[src/rtl/muldiv6_pkg.sv]
// Shared definitions for the muldiv6 command sequencer: FSM states, op bits, flags.
package muldiv6_pkg;

    typedef enum logic [2:0] {
        ST_OP,
        ST_LD_A,
        ST_LD_B,
        ST_ISSUE,
        ST_WAIT,
        ST_OUT_HI,
        ST_OUT_LO
    } state_t;

    localparam int OP_DIV    = 0;
    localparam int OP_SIGNED = 1;

    localparam logic [1:0] FLG_OK   = 2'b00;
    localparam logic [1:0] FLG_TMO  = 2'b01;
    localparam logic [1:0] FLG_DIV0 = 2'b10;

endpackage

[src/rtl/muldiv6_cmd_seq.sv]
// Byte-stream command sequencer for the muldiv6 core (op, a, b in; hi/lo result bytes out).
// Optional MULDIV6_DIV0_CHECK_EN: short-circuit divide-by-zero without issuing to the core.
module muldiv6_cmd_seq
    import muldiv6_pkg::*;
#(
    parameter int OPW     = 6,
    parameter int TIMEOUT = 64
) (
    input  logic             clk,
    input  logic             rst,
    input  logic             in_valid,
    input  logic [7:0]       in_data,
    output logic             in_ready,
    output logic             core_valid,
    input  logic             core_ready,
    output logic [1:0]       core_op,
    output logic [OPW-1:0]   core_a,
    output logic [OPW-1:0]   core_b,
    input  logic             core_done,
    input  logic [2*OPW-1:0] core_result,
    output logic             out_valid,
    output logic [7:0]       out_data,
    input  logic             out_ready
);

    localparam int CW = $clog2(TIMEOUT + 1);

    state_t           state, state_nx;
    logic [1:0]       op;
    logic [OPW-1:0]   a, b;
    logic [2*OPW-1:0] result;
    logic [1:0]       flags;
    logic [CW-1:0]    cnt;

    logic in_fire, div0, tmo;

    assign in_fire = in_valid && in_ready;
    // Last permitted WAIT cycle; core_done on this cycle still wins.
    assign tmo     = (cnt == CW'(TIMEOUT - 1));

`ifdef MULDIV6_DIV0_CHECK_EN
    assign div0 = op[OP_DIV] && (in_data[OPW-1:0] == '0);
`else
    assign div0 = 1'b0;
`endif

    assign core_op = op;
    assign core_a  = a;
    assign core_b  = b;

    always_ff @(posedge clk) begin
        if (rst) state <= ST_OP;
        else     state <= state_nx;
    end

    always_comb begin
        state_nx   = state;
        in_ready   = 1'b0;
        core_valid = 1'b0;
        out_valid  = 1'b0;
        out_data   = 8'h00;
        case (state)
            ST_OP: begin
                in_ready = 1'b1;
                if (in_valid) state_nx = ST_LD_A;
            end
            ST_LD_A: begin
                in_ready = 1'b1;
                if (in_valid) state_nx = ST_LD_B;
            end
            ST_LD_B: begin
                in_ready = 1'b1;
                if (in_valid) state_nx = div0 ? ST_OUT_HI : ST_ISSUE;
            end
            ST_ISSUE: begin
                core_valid = 1'b1;
                if (core_ready) state_nx = ST_WAIT;
            end
            ST_WAIT: begin
                if (core_done || tmo) state_nx = ST_OUT_HI;
            end
            ST_OUT_HI: begin
                out_valid = 1'b1;
                out_data  = {flags, 6'(result[2*OPW-1:OPW])};
                if (out_ready) state_nx = ST_OUT_LO;
            end
            ST_OUT_LO: begin
                out_valid = 1'b1;
                out_data  = {2'b00, 6'(result[OPW-1:0])};
                if (out_ready) state_nx = ST_OP;
            end
            default: state_nx = ST_OP;
        endcase
    end

    always_ff @(posedge clk) begin
        if (rst) begin
            op     <= '0;
            a      <= '0;
            b      <= '0;
            result <= '0;
            flags  <= FLG_OK;
            cnt    <= '0;
        end else begin
            case (state)
                ST_OP:    if (in_fire) op <= in_data[1:0];
                ST_LD_A:  if (in_fire) a <= in_data[OPW-1:0];
                ST_LD_B: begin
                    if (in_fire) begin
                        b <= in_data[OPW-1:0];
                        if (div0) begin
                            result <= '1;
                            flags  <= FLG_DIV0;
                        end
                    end
                end
                ST_ISSUE: cnt <= '0;
                ST_WAIT: begin
                    if (core_done) begin
                        result <= core_result;
                        flags  <= FLG_OK;
                    end else if (tmo) begin
                        result <= '0;
                        flags  <= FLG_TMO;
                    end else begin
                        cnt <= cnt + 1'b1;
                    end
                end
                default: ;
            endcase
        end
    end

endmodule

[config.mk]
export PLATFORM = sky130hd
export DESIGN_NAME = muldiv6_cmd_seq
export DESIGN_NICKNAME = d
export VERILOG_FILES = /design/src/rtl/muldiv6_pkg.sv /design/src/rtl/muldiv6_cmd_seq.sv
export SDC_FILE = /design/constraint.sdc
export NUM_CORES = 1
export LEC_CHECK = 0
export BUFFER_PORTS_ARGS = -buffer_cell sky130_fd_sc_hd__buf_2
export CAP_MARGIN = 10
export CORE_UTILIZATION = 40
export CTS_BUF_LIST = sky130_fd_sc_hd__clkbuf_8
export CTS_CLUSTER_DIAMETER = 100
export CTS_CLUSTER_SIZE = 10
export DETAILED_ROUTE_END_ITERATION = 6
export GPL_ROUTABILITY_DRIVEN = 0
export PLACE_DENSITY_LB_ADDON = 0.2
export SETUP_SLACK_MARGIN = 0.1
export SKIP_LAST_GASP = 1
export SYNTH_ARGS = -nofsm -noshare
export SYNTH_HDL_FRONTEND = slang
export SYNTH_SLANG_ARGS = --single-unit
[constraint.sdc]
create_clock -name clk -period 2 [get_ports clk]
set_input_delay 0 -clock clk [delete_from_list [all_inputs] [get_ports clk]]
set_output_delay 0 -clock clk [all_outputs]
set_load 0.02 [all_outputs]
==> impl_metrics.toml <==
[global_route]
gr-total-overflow = 0
track_usage = 0.182
grt_start_max_net_pins = 20
grt_antenna_before_repair = 0
grt_pass1_wl_mm = 6.32
grt_pass1_vias = 1408

[die]
top_level_ports = 51
die_w_microns = 67.6
core_area_sq_mm = 0.00406
die_h_microns = 67.6
fp.dieArea_sq_mm = 0.00457
num_rows = 23
initial_core_util = 0.424

[route]
drc = 0
viasPerCell = 4.99
first_iter_violations = 94
first_pass_iters = 4
wl_mm = 3.88
ant_nets = 0
wl_per_cell_microns = 12.1
via_count = 1596

[placed_design]
dp_hpwl_mm = 2.55
port_buffers = 47
dp.cells = 294
placed_area_sq_mm = 0.00202

[logic_synthesis]
netlist_area_sq_mm = 0.00172
synthTopCellsByCount = "37 x dfxtp_1, 23 x nor2_1, 19 x nand2_1"
yosys_warnings = 0
yosysMostFrequentCell = "dfxtp_1"
synth_top_area_share = 0.431
post_synth_num_cell_types = 40
yosysTopAreaCell = "dfxtp_1"
synth_cells = 202
synth-seq-cells = 37
synth-main-ff-cell = "dfxtp_1"
avgSynthCellArea_sq_um = 8.52
async_reset_ff_frac = 0
synth_edf_count = 0
synth_area_leaders = "dfxtp_1 43%, mux2i_1 8.1%, a21oi_1 5.2%"
synthesis.nets = 229
seq_area_frac_synth = 0.431

[setup_path]
crit_fanout = 18
path_depth = 4
reg2reg_to = "cnt[5]$_SDFFE_PP0P_"
reg2reg_slack_ns = 0.33
startpoint = "state[0]$_SDFFE_PP0P_"
end_kind = "flip-flop"
reg2regPathDepth = 4
path_cells = "nor4b_4 > o31ai_2 > or4_1 > a21oi_1"
cp-start-kind = "flip-flop"
critical_path_class = "flip-flop to flip-flop"
cpLargestDelayFamily = "simple AND/OR/NAND/NOR gates"
reg2reg_from = "state[0]$_SDFFE_PP0P_"
cpPeakStageDelay_ns = 0.48
slowest_stage = "or4_1"
critical_path_buf_inv_count = 0
worstPathRequired_ns = 2.21
worstPathArrival_ns = 1.88
critPathCapture = "cnt[5]$_SDFFE_PP0P_"

[cts]
cts_tree = "yes"
cts.path.max_buffers = 2
path_clk_slew_ns = 0.07
cts_buffers = 5
root_buffer = "clkbuf_8"
insertion_delay_ns = 0.28
post-cts-setup-buffers = 0
htree_levels = 2
cts.sink_count = 37

[final_layout]
nNetsFinal = 296
nFillCells = 386
design_area_sq_mm = 0.00232
antennaDiodeCount = 0
area_growth_pct = 35.0
drive_gt1_frac = 0.263
final_util = 0.572
final_cell_count_no_fill = 320

[timing]
finalSetupViolations = 0
max_freq_mhz = 598
min_period_over_period = 0.836
fin_crit_ns = 1.67
finalHoldViolCount = 0
report.final.slew_viol_count = 0
holdWs_ns = 0.0318
finalSetupTns_ns = 0
final.setup_skew_ns = 0.00221
rsz0062_at_grt = "false"

[pwr]
p_sw_w = 0.000369
peakVddDrop_v = 0.000391
clkPwrFrac = 0.396
p_sw_frac = 0.227
comb_power_share = 0.126
p_int_w = 0.00126
seqPwrFrac = 0.478
p_per_area_mw_per_mm2 = 701
leakage_nw = 0.952

[worst_hold_path]
hold_path_class = "primary input to flip-flop"

[status]
status = "completed"

[run]
maxCapViolations = 0
## registers in the layout, indices dropped and copies added (netlist names)
register	flops
core_a	6
flags	1
core_b	6
cnt	7
state	3
result	12
core_op	2
## worst min-delay path by stage
stage / from / end / slack (ns) / depth (start not counted)
5_1_grt: core_ready / state[2]$_SDFFE_PP0P_ / 0.04 / 3
3_5_place_dp: core_result[7] / result[7]$_SDFFE_PP0P_ / 0.25 / 3
6_report: core_ready / state[2]$_SDFFE_PP0P_ / 0.03 / 3
3_3_place_gp: core_result[2] / result[2]$_SDFFE_PP0P_ / 0.24 / 3
2_1_floorplan: core_result[0] / result[0]$_SDFFE_PP0P_ / 0.14 / 2
4_1_cts: core_ready / state[2]$_SDFFE_PP0P_ / 0.008 / 3
## logic make-up after synthesis
logic type / after synthesis / share of synthesized area
and+or+nand+nor: 74 / 0.228
muxes: 15 / 0.0880
AOI/OAI and AO/OA: 53 / 0.185
adders and majority gates: 1 / 0.00727
xor gates and xnor gates: 2 / 0.0102
other: 1 / 0.00218
buffers and inverters: 19 / 0.0495
DFF: 37 / 0.431
## placed cells by master (no fill, tap or decap), types with 2 or more instances in the layout
cell type      instances
buf_2                 47
dfxtp_1               35
nor2_1                23
nand2_1               19
a21oi_1               18
dlygate4sd3_1         18
o21ai_0               17
mux2i_1               14
buf_4                 10
nor2b_1                8
a22oi_1                7
clkbuf_8               6
inv_1                  5
o21a_1                 3
and3_1                 3
nand3_1                3
and2_1                 2
xor2_1                 2
o311ai_0               2
nor4_1                 2
nor4bb_1               2
nor3b_1                2
nor3_1                 2
dfxtp_2                2
## metal layers
| layer | vias up | track usage | share of wire |
|---|---|---|---|
| met5 | - | 0 | 0 |
| met4 | 0 | 0.0638 | 0.0044 |
| met3 | 2 | 0.0422 | 0.044 |
| met2 | 34 | 0.295 | 0.47 |
| met1 | 720 | 0.232 | 0.48 |
| li1 | 840 | - | - |
## worst reg2reg max path, delay by kind of cell, from the launching register on
kind	cells	cell delay, ns
AO/OA/AOI/OAI	2	0.31
flip-flops	1	0.41
AND/OR/NAND/NOR	2	0.88
## power groups by stage
stage          clock network [W]  registers [W]  logic [W]
5_1_grt                 0.000702       0.000782   0.000224
4_1_cts                 0.000670       0.000777   0.000206
2_1_floorplan                  0       0.000798   0.000108
6_report                0.000644       0.000778   0.000206
3_5_place_dp                   0       0.000794   0.000178
3_3_place_gp                   0       0.000794   0.000177
## timing repair
| action | in CTS | in global routing |
|---|---|---|
| setup endpoints to repair | 0 | 6 |
| endpoints found under the hold margin | 25 | 0 |
| hold buffers | 18 | 0 |
| resized for setup | 0 | 2 |
## cell type report
cell class	instances	area, sq um	area share
sequential	37	743	0.320
inverter	4	15.0	0.00647
timing repair buffer	75	490	0.211
clock buffer	6	82.6	0.0356
tap	50	62.6	0.0269
clock inverter	2	33.8	0.0145
multi-input combinational	146	895	0.385
## stage by stage
stage                     setup slack, ns  power [W]
after floorplan                     0.437   0.000906
after global placement              0.252   0.000971
after detailed placement            0.230   0.000972
after CTS                           0.197    0.00165
after global routing                0.203    0.00171
final                               0.329    0.00163
(Power assumes the default switching activity.)
